==> src/rtl/bnn_uart_pkg.sv <==
// Shared types and helpers for the BNN host UART link.
// Optional parity support is compiled in with BNN_UART_PARITY_EN.
package bnn_uart_pkg;
  localparam int MAX_BITS = 9;

  typedef enum logic [2:0] {
    R_IDLE, R_START, R_DATA, R_PARITY, R_STOP, R_WAIT
  } rx_state_t;

  typedef enum logic [2:0] {
    T_IDLE, T_LOAD, T_START, T_DATA, T_PARITY, T_STOP
  } tx_state_t;

  // Tick index (from start detection) at which the start bit is re-checked.
  function automatic int mid_tick(input int os);
    return os / 2;
  endfunction

  function automatic logic even_par(input logic [MAX_BITS-1:0] d);
    return ^d;
  endfunction
endpackage

==> src/rtl/bnn_sync_fifo.sv <==
// First-word fall-through synchronous FIFO; a push while full is taken
// only when a pop happens in the same cycle.
module bnn_sync_fifo #(
  parameter int DEPTH = 8,
  parameter int WIDTH = 8
) (
  input  logic                     clk,
  input  logic                     rst_n,
  input  logic                     push,
  input  logic [WIDTH-1:0]         wdata,
  input  logic                     pop,
  output logic [WIDTH-1:0]         rdata,
  output logic                     full,
  output logic                     empty,
  output logic [$clog2(DEPTH):0]   level
);
  localparam int AW = $clog2(DEPTH);

  logic [WIDTH-1:0] r_mem [DEPTH];
  logic [AW-1:0]    r_wp, r_rp;
  logic [AW:0]      r_cnt;
  logic             w_push, w_pop;

  assign empty  = (r_cnt == '0);
  assign full   = (r_cnt == (AW+1)'(DEPTH));
  assign level  = r_cnt;
  assign rdata  = r_mem[r_rp];
  assign w_pop  = pop && !empty;
  assign w_push = push && (!full || w_pop);

  always_ff @(posedge clk or negedge rst_n) begin
    if (!rst_n) begin
      r_wp  <= '0;
      r_rp  <= '0;
      r_cnt <= '0;
    end else begin
      if (w_push) r_wp <= r_wp + 1'b1;
      if (w_pop)  r_rp <= r_rp + 1'b1;
      r_cnt <= r_cnt + {{AW{1'b0}}, w_push} - {{AW{1'b0}}, w_pop};
    end
  end

  always_ff @(posedge clk) begin
    if (w_push) r_mem[r_wp] <= wdata;
  end
endmodule

==> src/rtl/bnn_uart_link.sv <==
// Full-duplex host UART link for the BNN core: oversampled RX into a FIFO,
// TX serialiser, RTS/CTS, sticky errors. Define BNN_UART_PARITY_EN for even parity.
module bnn_uart_link
  import bnn_uart_pkg::*;
#(
  parameter int DATA_BITS  = 8,
  parameter int OVERSAMPLE = 16,
  parameter int FIFO_DEPTH = 8,
  parameter int CTS_MARGIN = 2
) (
  input  logic                          clk,
  input  logic                          rst_n,
  input  logic                          baud_clk,
  input  logic                          uart_rx,
  input  logic                          uart_rts,
  output logic                          uart_tx,
  output logic                          uart_cts,
  output logic [DATA_BITS-1:0]          rx_data,
  output logic                          rx_valid,
  input  logic                          rx_ready,
  input  logic [DATA_BITS-1:0]          tx_data,
  input  logic                          tx_valid,
  output logic                          tx_ready,
  output logic [$clog2(FIFO_DEPTH):0]   rx_level,
  output logic                          rx_overrun,
  output logic                          rx_frame_err,
`ifdef BNN_UART_PARITY_EN
  output logic                          rx_parity_err,
`endif
  input  logic                          err_clr
);
  localparam int CW  = $clog2(OVERSAMPLE);
  localparam int BW  = $clog2(DATA_BITS);
  localparam int LW  = $clog2(FIFO_DEPTH) + 1;
  localparam int MID = mid_tick(OVERSAMPLE);

  // ---------------- RX ----------------
  logic [1:0]           r_rx_sync;
  logic                 w_rx;
  rx_state_t            r_rx_st, w_rx_st_n;
  logic [CW-1:0]        r_rx_cnt, w_rx_cnt_n;
  logic [BW-1:0]        r_rx_bit, w_rx_bit_n;
  logic [DATA_BITS-1:0] r_rx_sh, w_rx_sh_n;
  logic                 w_stop_ok, w_stop_bad, w_par_bad, w_push_set;
  logic                 r_push;
  logic [DATA_BITS-1:0] r_push_data;
  logic                 w_full, w_empty, w_pop;
  logic                 r_ovr, r_ferr, r_cts;

  assign w_rx = r_rx_sync[1];

  always_ff @(posedge clk or negedge rst_n) begin
    if (!rst_n) r_rx_sync <= 2'b11;
    else        r_rx_sync <= {r_rx_sync[0], uart_rx};
  end

  always_comb begin
    w_rx_st_n  = r_rx_st;
    w_rx_cnt_n = r_rx_cnt;
    w_rx_bit_n = r_rx_bit;
    w_rx_sh_n  = r_rx_sh;
    w_stop_ok  = 1'b0;
    w_stop_bad = 1'b0;
    w_par_bad  = 1'b0;
    if (baud_clk) begin
      case (r_rx_st)
        R_IDLE: if (!w_rx) begin
          w_rx_st_n  = R_START;
          w_rx_cnt_n = '0;
        end
        R_START: if (r_rx_cnt == CW'(MID-1)) begin
          w_rx_cnt_n = '0;
          w_rx_bit_n = '0;
          w_rx_st_n  = w_rx ? R_IDLE : R_DATA;
        end else w_rx_cnt_n = r_rx_cnt + 1'b1;
        R_DATA: if (r_rx_cnt == CW'(OVERSAMPLE-1)) begin
          w_rx_cnt_n = '0;
          w_rx_sh_n  = {w_rx, r_rx_sh[DATA_BITS-1:1]};
          if (r_rx_bit == BW'(DATA_BITS-1))
`ifdef BNN_UART_PARITY_EN
            w_rx_st_n = R_PARITY;
`else
            w_rx_st_n = R_STOP;
`endif
          else w_rx_bit_n = r_rx_bit + 1'b1;
        end else w_rx_cnt_n = r_rx_cnt + 1'b1;
        R_PARITY: if (r_rx_cnt == CW'(OVERSAMPLE-1)) begin
          w_rx_cnt_n = '0;
          w_par_bad  = (w_rx != even_par(MAX_BITS'(r_rx_sh)));
          w_rx_st_n  = R_STOP;
        end else w_rx_cnt_n = r_rx_cnt + 1'b1;
        R_STOP: if (r_rx_cnt == CW'(OVERSAMPLE-1)) begin
          w_rx_cnt_n = '0;
          w_stop_ok  = w_rx;
          w_stop_bad = !w_rx;
          w_rx_st_n  = w_rx ? R_IDLE : R_WAIT;
        end else w_rx_cnt_n = r_rx_cnt + 1'b1;
        R_WAIT: if (w_rx) w_rx_st_n = R_IDLE;
        default: w_rx_st_n = R_IDLE;
      endcase
    end
  end

`ifdef BNN_UART_PARITY_EN
  logic r_rx_pbad, r_perr;
  assign w_push_set    = w_stop_ok && !r_rx_pbad;
  assign rx_parity_err = r_perr;

  // Parity verdict is held until the stop bit decides whether to push.
  always_ff @(posedge clk or negedge rst_n) begin
    if (!rst_n) begin
      r_rx_pbad <= 1'b0;
      r_perr    <= 1'b0;
    end else begin
      if (r_rx_st == R_IDLE && w_rx_st_n == R_START) r_rx_pbad <= 1'b0;
      else if (w_par_bad)                            r_rx_pbad <= 1'b1;
      r_perr <= w_par_bad | (r_perr & ~err_clr);
    end
  end
`else
  assign w_push_set = w_stop_ok;
`endif

  always_ff @(posedge clk or negedge rst_n) begin
    if (!rst_n) begin
      r_rx_st     <= R_IDLE;
      r_rx_cnt    <= '0;
      r_rx_bit    <= '0;
      r_rx_sh     <= '0;
      r_push      <= 1'b0;
      r_push_data <= '0;
      r_ovr       <= 1'b0;
      r_ferr      <= 1'b0;
      r_cts       <= 1'b0;
    end else begin
      r_rx_st     <= w_rx_st_n;
      r_rx_cnt    <= w_rx_cnt_n;
      r_rx_bit    <= w_rx_bit_n;
      r_rx_sh     <= w_rx_sh_n;
      r_push      <= w_push_set;
      r_push_data <= r_rx_sh;
      r_ovr       <= (r_push && w_full && !w_pop) | (r_ovr & ~err_clr);
      r_ferr      <= w_stop_bad | (r_ferr & ~err_clr);
      r_cts       <= (rx_level < LW'(FIFO_DEPTH-CTS_MARGIN));
    end
  end

  assign w_pop        = rx_ready && !w_empty;
  assign rx_valid     = !w_empty;
  assign rx_overrun   = r_ovr;
  assign rx_frame_err = r_ferr;
  assign uart_cts     = r_cts;

  bnn_sync_fifo #(.DEPTH(FIFO_DEPTH), .WIDTH(DATA_BITS)) u_rx_fifo (
    .clk   (clk),
    .rst_n (rst_n),
    .push  (r_push),
    .wdata (r_push_data),
    .pop   (rx_ready),
    .rdata (rx_data),
    .full  (w_full),
    .empty (w_empty),
    .level (rx_level)
  );

  // ---------------- TX ----------------
  tx_state_t            r_tx_st, w_tx_st_n;
  logic [CW-1:0]        r_tx_cnt, w_tx_cnt_n;
  logic [BW-1:0]        r_tx_bit, w_tx_bit_n;
  logic [DATA_BITS-1:0] r_tx_sh, w_tx_sh_n;
  logic                 r_tx_line, w_tx_line_n;
  logic                 r_tx_par, w_tx_par_n;
  logic                 r_tx_ready, w_tx_hs;

  assign w_tx_hs  = tx_valid && r_tx_ready && (r_tx_st == T_IDLE);
  assign tx_ready = r_tx_ready;
  assign uart_tx  = r_tx_line;

  always_comb begin
    w_tx_st_n   = r_tx_st;
    w_tx_cnt_n  = r_tx_cnt;
    w_tx_bit_n  = r_tx_bit;
    w_tx_sh_n   = r_tx_sh;
    w_tx_line_n = r_tx_line;
    w_tx_par_n  = r_tx_par;
    case (r_tx_st)
      T_IDLE: if (w_tx_hs) begin
        w_tx_st_n  = T_LOAD;
        w_tx_sh_n  = tx_data;
        w_tx_par_n = even_par(MAX_BITS'(tx_data));
      end
      T_LOAD: if (baud_clk) begin
        w_tx_st_n   = T_START;
        w_tx_cnt_n  = '0;
        w_tx_line_n = 1'b0;
      end
      T_START: if (baud_clk) begin
        if (r_tx_cnt == CW'(OVERSAMPLE-1)) begin
          w_tx_cnt_n  = '0;
          w_tx_bit_n  = '0;
          w_tx_line_n = r_tx_sh[0];
          w_tx_st_n   = T_DATA;
        end else w_tx_cnt_n = r_tx_cnt + 1'b1;
      end
      T_DATA: if (baud_clk) begin
        if (r_tx_cnt == CW'(OVERSAMPLE-1)) begin
          w_tx_cnt_n = '0;
          if (r_tx_bit == BW'(DATA_BITS-1)) begin
`ifdef BNN_UART_PARITY_EN
            w_tx_line_n = r_tx_par;
            w_tx_st_n   = T_PARITY;
`else
            w_tx_line_n = 1'b1;
            w_tx_st_n   = T_STOP;
`endif
          end else begin
            w_tx_sh_n   = {1'b0, r_tx_sh[DATA_BITS-1:1]};
            w_tx_line_n = r_tx_sh[1];
            w_tx_bit_n  = r_tx_bit + 1'b1;
          end
        end else w_tx_cnt_n = r_tx_cnt + 1'b1;
      end
      T_PARITY: if (baud_clk) begin
        if (r_tx_cnt == CW'(OVERSAMPLE-1)) begin
          w_tx_cnt_n  = '0;
          w_tx_line_n = 1'b1;
          w_tx_st_n   = T_STOP;
        end else w_tx_cnt_n = r_tx_cnt + 1'b1;
      end
      T_STOP: if (baud_clk) begin
        if (r_tx_cnt == CW'(OVERSAMPLE-1)) begin
          w_tx_cnt_n = '0;
          w_tx_st_n  = T_IDLE;
        end else w_tx_cnt_n = r_tx_cnt + 1'b1;
      end
      default: begin
        w_tx_st_n   = T_IDLE;
        w_tx_line_n = 1'b1;
      end
    endcase
  end

  // Ready is registered so it falls the clk after a handshake and tracks RTS with one clk lag.
  always_ff @(posedge clk or negedge rst_n) begin
    if (!rst_n) begin
      r_tx_st    <= T_IDLE;
      r_tx_cnt   <= '0;
      r_tx_bit   <= '0;
      r_tx_sh    <= '0;
      r_tx_line  <= 1'b1;
      r_tx_par   <= 1'b0;
      r_tx_ready <= 1'b0;
    end else begin
      r_tx_st    <= w_tx_st_n;
      r_tx_cnt   <= w_tx_cnt_n;
      r_tx_bit   <= w_tx_bit_n;
      r_tx_sh    <= w_tx_sh_n;
      r_tx_line  <= w_tx_line_n;
      r_tx_par   <= w_tx_par_n;
      r_tx_ready <= (w_tx_st_n == T_IDLE) && uart_rts;
    end
  end
endmodule
==> config.mk <==
export PLATFORM = sky130hd
export DESIGN_NAME = bnn_uart_link
export DESIGN_NICKNAME = d
export VERILOG_FILES = /design/src/rtl/bnn_uart_pkg.sv /design/src/rtl/bnn_sync_fifo.sv /design/src/rtl/bnn_uart_link.sv
export SDC_FILE = /design/constraint.sdc
export NUM_CORES = 1
export LEC_CHECK = 0
export BUFFER_PORTS_ARGS = -buffer_cell sky130_fd_sc_hd__buf_2
export CORE_ASPECT_RATIO = 0.5
export CORE_MARGIN = 2
export CORE_UTILIZATION = 47
export DETAILED_ROUTE_END_ITERATION = 8
export PLACE_DENSITY_LB_ADDON = 0.12
export RECOVER_POWER = 100
export SETUP_SLACK_MARGIN = 0.5
export SYNTH_ARGS = -nofsm -noshare
export SYNTH_HDL_FRONTEND = slang
export SYNTH_SLANG_ARGS = --single-unit
==> constraint.sdc <==
create_clock -name clk -period 2.6 [get_ports clk]
set_clock_uncertainty 0.05 [all_clocks]
set_input_delay 0.13 -clock clk [delete_from_list [all_inputs] [get_ports clk]]
set_output_delay 0.13 -clock clk [all_outputs]
set_load 0.01 [all_outputs]
**Word-level counts from Yosys, hierarchy flattened**

Memories as Yosys holds them, arrays and structs flattened.
Index checks and enable logic that the tools add are counted.

- Register bits: 62
- RAM bits: 64
- Input bits: 16
- Output and inout bits: 18
- Word-level logic and storage cells: 163
- Memories kept: 1

Memories:

| memory | depth | bits a word | rd ports | clocked after memory_dff | write ports | line | source |
|---|---|---|---|---|---|---|---|
| u_rx_fifo.r_mem | 8 | 8 | 1 | 0 | 1 | bnn_sync_fifo.sv:19 | `logic [WIDTH-1:0] r_mem [DEPTH];` |

- Add/sub/neg operators: 8
- Order comparisons: 1
- Equal/unequal tests: 34
- Muxes and demuxes: 62
- Bitwise logic cells: 6
- Reduce and logical (&&, ||, !) cells: 32

Operators by type and width:

| operator | count |
|---|---|
| two-way mux 3 bit | 27 |
| one-hot mux 3 bit (6 select lines) | 2 |
| inequality test 2 bit (second input constant) | 17 |
| two-way mux 8 bit | 4 |
| two-way mux 4 bit | 6 |
| == test 3 bit (second input constant) | 6 |
| two-way mux 1 bit | 16 |
| one-hot mux 8 bit (2 select lines) | 1 |
| AND reduction 8 bit | 2 |
| adder 3 x 1 -> 3 bit (second input constant) | 4 |
| == test 3 x 2 -> 1 bit (second input constant) | 4 |
| == test 4 bit (second input constant) | 3 |
| one-hot mux 3 bit (2 select lines) | 2 |
| one-hot mux 4 bit (3 select lines) | 1 |
| AND reduction 5 bit | 2 |
| logical NOT 3 bit | 3 |
| AND reduction 3 bit | 3 |
| adder 4 x 1 -> 4 bit (second input constant) | 2 |
| one-hot mux 4 bit (2 select lines) | 1 |
| nonzero test 2 bit | 4 |
| logical AND 1 bit | 7 |
| == test 3 x 1 -> 1 bit (second input constant) | 2 |
| AND reduction 6 bit | 1 |
| one-hot mux 1 bit (5 select lines) | 1 |
| other kinds (16) | 22 |

**Longest topological paths before layout**

- Depth after elaboration: 7
- Depth in mapped cells: 11
- Depth with buffers taken out: 11

**Modules after synthesis**

From an unflattened synthesis, not the netlist that was laid out.

- Cell total of the unflattened synthesis: 383
- Area, all modules: 5,691.7 um^2

By module, submodules not included:

| module | instances | cells each | area each (um^2) | sequential area each (um^2) |
|---|---|---|---|---|
| bnn_sync_fifo | 1 | 153 | 3,093.0 | 2,172.1 |
| bnn_uart_link | 1 | 230 | 2,598.7 | 1,305.0 |

**Least setup slack after synthesis**

No wires, ideal clock.

- Kind: register to register
- Start point: reg u_rx_fifo.r_cnt[2], in the netlist u_rx_fifo.level[2]
- End point: mem u_rx_fifo.r_mem[0][0], enable pin
- Setup time: 0.395 ns
- Data arrival time: 1.856 ns
- Data required time: 2.155 ns
- Setup slack: 0.299 ns
- Stages on the path, launching flop included: 7
- Buffers on the path: 0
- Clock period less this slack: 2.301 ns
- Path through: dfrtp_1 > inv_1 > ha_1 > nand2b_1 > nand3_1 > nand2_1 > nor4_1

- Cells in the longest elaborated chain, start to end: 7
- Elaborated cells between the ends (all ways): 9
- Those cells by class: eq/ne: 1; mux: 2; reduce/logical: 6

Ends and longest elaborated chain:

| element | line | source |
|---|---|---|
| start, declared | bnn_sync_fifo.sv:21 | `logic [AW:0] r_cnt;` |
| start signal, assigned | bnn_sync_fifo.sv:39 | `r_cnt <= r_cnt + {{AW{1'b0}}, w_push} - {{AW{1'b0}}, w_pop};` |
| logical NOT 4 bit | bnn_sync_fifo.sv:24 | `assign empty = (r_cnt == '0);` |
| logical NOT 1 bit | bnn_sync_fifo.sv:28 | `assign w_pop = pop && !empty;` |
| logical AND 1 bit | bnn_sync_fifo.sv:28 |  |
| logical OR 1 bit (*) | bnn_sync_fifo.sv:29 | `assign w_push = push && (!full \|\| w_pop);` |
| logical AND 1 bit (*) | bnn_sync_fifo.sv:29 |  |
| two-way mux 1 bit (*) | bnn_sync_fifo.sv:44 | `if (w_push) r_mem[r_wp] <= wdata;` |
| two-way mux 1 bit (not written as such) (*) | bnn_sync_fifo.sv:44 |  |
| end, declared | bnn_sync_fifo.sv:19 |  |

Mark *: on every way between the ends. The rest lies on a longest branch, timed or not.

**Worst setup path after layout**

- Start point: reg u_rx_fifo.r_cnt[2], in the netlist u_rx_fifo.level[2]
- End point: mem u_rx_fifo.r_mem[0][2], enable pin

The elaborated chain is that of the path after synthesis.

==> results.yml <==
status:
  status: "finished, final reports clean"
logic_synthesis:
  synth_top_family_by_area: "multiplexers"
  synth_xor_area_share_pct: 1.414
  synth_flop_cell: "edfxtp_1"
  synthDistinctLibCells: 63
  synth-edff-count: 64
  synth_top_cell_by_area: "edfxtp_1"
  synthAdderAreaFrac_pct: 3.726
  synth.ff_latch_count: 126
  yosysTopAreaCellShare_pct: 34.48
  synth_simple_gate_area_share_pct: 8.866
  syn_avg_cell_area_um2: 13.90
  syn_nets: 433
  synth.area.top_cells: "edfxtp_1, dfrtp_1, mux4_2"
  syn_inst: 401
  async_reset_ff_share_pct: 49.21
  synth-compound-area-share_pct: 9.293
  yosysSeqAreaShare_pct: 62.38
  synthMuxAreaShare_pct: 10.66
  ys.warnings.count: 0
  syn_area_mm2: 0.005574
worst_setup_path:
  cpPeakStageDelay_ps: 540
  crit_path_start_kind: "flip-flop"
  worstPathMaxFanout: 8
  cp_slowest_cell: "clkbuf_1"
  cp-end-kind: "flip-flop"
  critPathArrivalTime_ps: 2240
  worstPathRequired_ps: 2590
  critical_path_class: "flip-flop to flip-flop"
  cpMostUsedCell: "clkbuf_1"
  path_cells: "inv_1 -> clkbuf_1 -> ha_1 -> nand3_1 -> nand2_1 -> nor4_1 -> clkbuf_1"
pwr:
  irDropWorstVdd_mv: 0.6651
  p_leak_uw: 0.002607
  power.density_mw_per_mm2: 1016
drt:
  drtAntennaViolNets: 0
  drt_iter0_markers: 229
  via_per_inst: 5.468
  wirelength_um: 10570
  avgRoutedWirePerCell_um: 16.49
  drc: 0
  num_vias: 3505
  firstDrtPassIters: 4
placement:
  hpwl_um: 6767
  portBuffers: 33
  pre_cts_ws_ps: 454.7
  gp_congestion: 0.8139
  dpl_cell_area_mm2: 0.005924
floorplan:
  num_rows: 28
  start_util_pct: 47.64
  io_pins: 34
  core_mm2: 0.01170
  die_area_mm2: 0.01280
  die_x_um: 158.0
  dieHeight_um: 81.01
layout:
  utilization_pct: 56.63
  drive_above_1_share_pct: 22.48
  areaGrowthSynthToFinish_pct: 18.88
  nets: 495
  fillers: 972
  post-route-cell-area_mm2: 0.006626
  diodes: 0
sta:
  rsz0062_at_grt: "yes"
  setup_viol: 0
  finalHoldViolCount: 0
  tightest_slew_ps: 1095
  max_freq_mhz: 444.8
  fin_setup_tns_ps: 0
  fin_ws_ps: 351.8
  final.min_clock_period_ps: 2248
  maxSlewViolCount: 0
  fin_crit_sh_pct: 86.47
  relSlewSlack_pct: 27.01
clock_network:
  cts_sinks: 126
  clockBufferDepth: 2
  root_buffer: "clkbuf_16"
  cts_htree_levels: 4
  clk_pin_slew_worst_paths_ps: 50
  cts_tree: "done"
  cts_made_buffers: 17
  clkLatencyLatePin_ps: 410
global_route:
  grt_pass1_wl_um: 17220
  grt_usage_pct: 18.18
  grt_max_degree: 30
  grt_antenna_before_repair: 0
  grt_pass1_vias: 3456
  grt_overflow: 0
min_path:
  hold_path_class: "input port to flip-flop"
run:
  maxCapViolCount: 0
[metal layers]
| metal | track usage (%) | part of all wire (%) | vias up | wire [um] |
|---|---|---|---|---|
| met5 | 0 | 0 | - | 0 |
| met4 | 6.396 | 1.0 | 0 | 109 |
| met3 | 6.137 | 4.7 | 12 | 496 |
| met2 | 29.83 | 49 | 80 | 5175 |
| met1 | 22.94 | 45 | 1772 | 4788 |
| li1 | - | - | 1641 | - |
[cells in the final DEF, fill, tap and decap left out, drive strengths merged, types with 2 or more instances in the layout]
cell         instances
inv                 24
a21o                 2
o2bb2ai              8
o211ai               2
mux2                19
ha                  15
nand3               19
nor3                 9
clkbuf              47
xnor2                6
dfstp                3
mux2i                2
a211oi               2
clkinv               5
or3                  4
a31oi                3
o22ai                4
edfxtp              64
nand4                2
buf                 25
nand2               30
nor2                14
clkinvlp             3
a21oi               11
dlygate4sd3         12
o2111a               2
xor2                 3
o21ai               19
nor4b                2
mux4                16
nor2b                5
a211o                2
bufinv               2
nand2b               3
a22oi                7
dfrtp               59
[metrics by stage]
| step | power, uW | hold WS, ps | std cells |
|---|---|---|---|
| 6_report | 6736 | 11.85 | 641 |
| 5_1_grt | 7162 | 21.75 | 641 |
| 4_1_cts | 6798 | 5.833 | 636 |
| 3_5_place_dp | 4422 | 61.33 | 589 |
| 3_3_place_gp | 4328 | 51.16 | 589 |
| 2_1_floorplan | 4033 | -215.6 | 401 |
[cells by family (layout without fill, tap and decap cells)]
family / count (synthesis) / after routing
compound gates: 74 / 74
fa+ha+maj: 16 / 16
xor+xnor: 9 / 9
mux: 37 / 37
buf+inv: 43 / 118
simple gates: 96 / 96
flops: 126 / 126
[path summary, 6_finish.rpt]
kind / cells after the start / from / endpoint / slack, ps
worst max-delay path: 7 / u_rx_fifo.level[2]$_DFF_PN0_ / u_rx_fifo.r_mem[0][2]$_DFFE_PP_ / 350
worst min-delay path: 3 / tx_data[2] / r_tx_sh[2]$_DFFE_PN0P_ / 10
min in group asynchronous: 2 / rst_n / tx_ready$_DFF_PN0_ / 390
worst min register to register: 0 / r_rx_sync[0]$_DFF_PN1_ / r_rx_sync[1]$_DFF_PN1_ / 310
worst max register to register: 7 / u_rx_fifo.level[2]$_DFF_PN0_ / u_rx_fifo.r_mem[0][2]$_DFFE_PP_ / 350
max in group asynchronous: 3 / rst_n / r_rx_st[2]$_DFFE_PN0P_ / 820
[power breakdown]
part,switching (uW),leakage (uW),internal (uW)
Sequential,410,0.00138,2360
Clock,861,0.000272,1410
Combinational,845,0.000959,844
[layout make-up]
class	instances	area (um^2)	share of cell area [%]
sequential	126	3481	52.53
multi-input combinational	232	1894	28.59
clock buffer	19	432.9	6.533
timing repair buffer	65	390.4	5.891
tap	165	206.4	3.116
clock inverter	13	140.1	2.115
inverter	21	81.33	1.227
[cells in the mapped netlist (all sizes together), types with 3 or more instances]
cell type / count
edfxtp: 64
dfrtp: 59
nand2: 30
inv: 21
mux2: 19
nand3: 19
o21ai: 19
mux4: 16
ha: 15
nor2: 14
buf: 12
a21oi: 11
clkbuf: 10
nor3: 9
o2bb2ai: 8
a22oi: 7
xnor2: 6
nor2b: 5
o22ai: 4
or3: 4
a31oi: 3
dfstp: 3
nand2b: 3
xor2: 3
[critical path, delay by kind of cell (launching register included)]
| kind | cells | cell delay [ps] |
|---|---|---|
| fa+ha+maj | 1 | 220 |
| buf+inv | 3 | 760 |
| flops | 1 | 340 |
| simple gates | 3 | 520 |
[repair_timing]
| item | in CTS | in global routing |
|---|---|---|
| hold buffers | 12 | 0 |
| endpoints found under the setup margin | 10 | 25 |
| gates resized for setup | 6 | 10 |
| setup buffers | 3 | 5 |
| hold endpoints to repair | 31 | 0 |
| pin swaps | 0 | 3 |
[flip-flops by register name (all words and copies together) (netlist names), 4 cells and up]
signal,cells
r_tx_sh,8
r_tx_cnt,4
r_rx_sh,8
u_rx_fifo.r_mem,64
r_rx_cnt,4
r_push_data,8
u_rx_fifo.level,4
(Power assumes the default switching activity.)
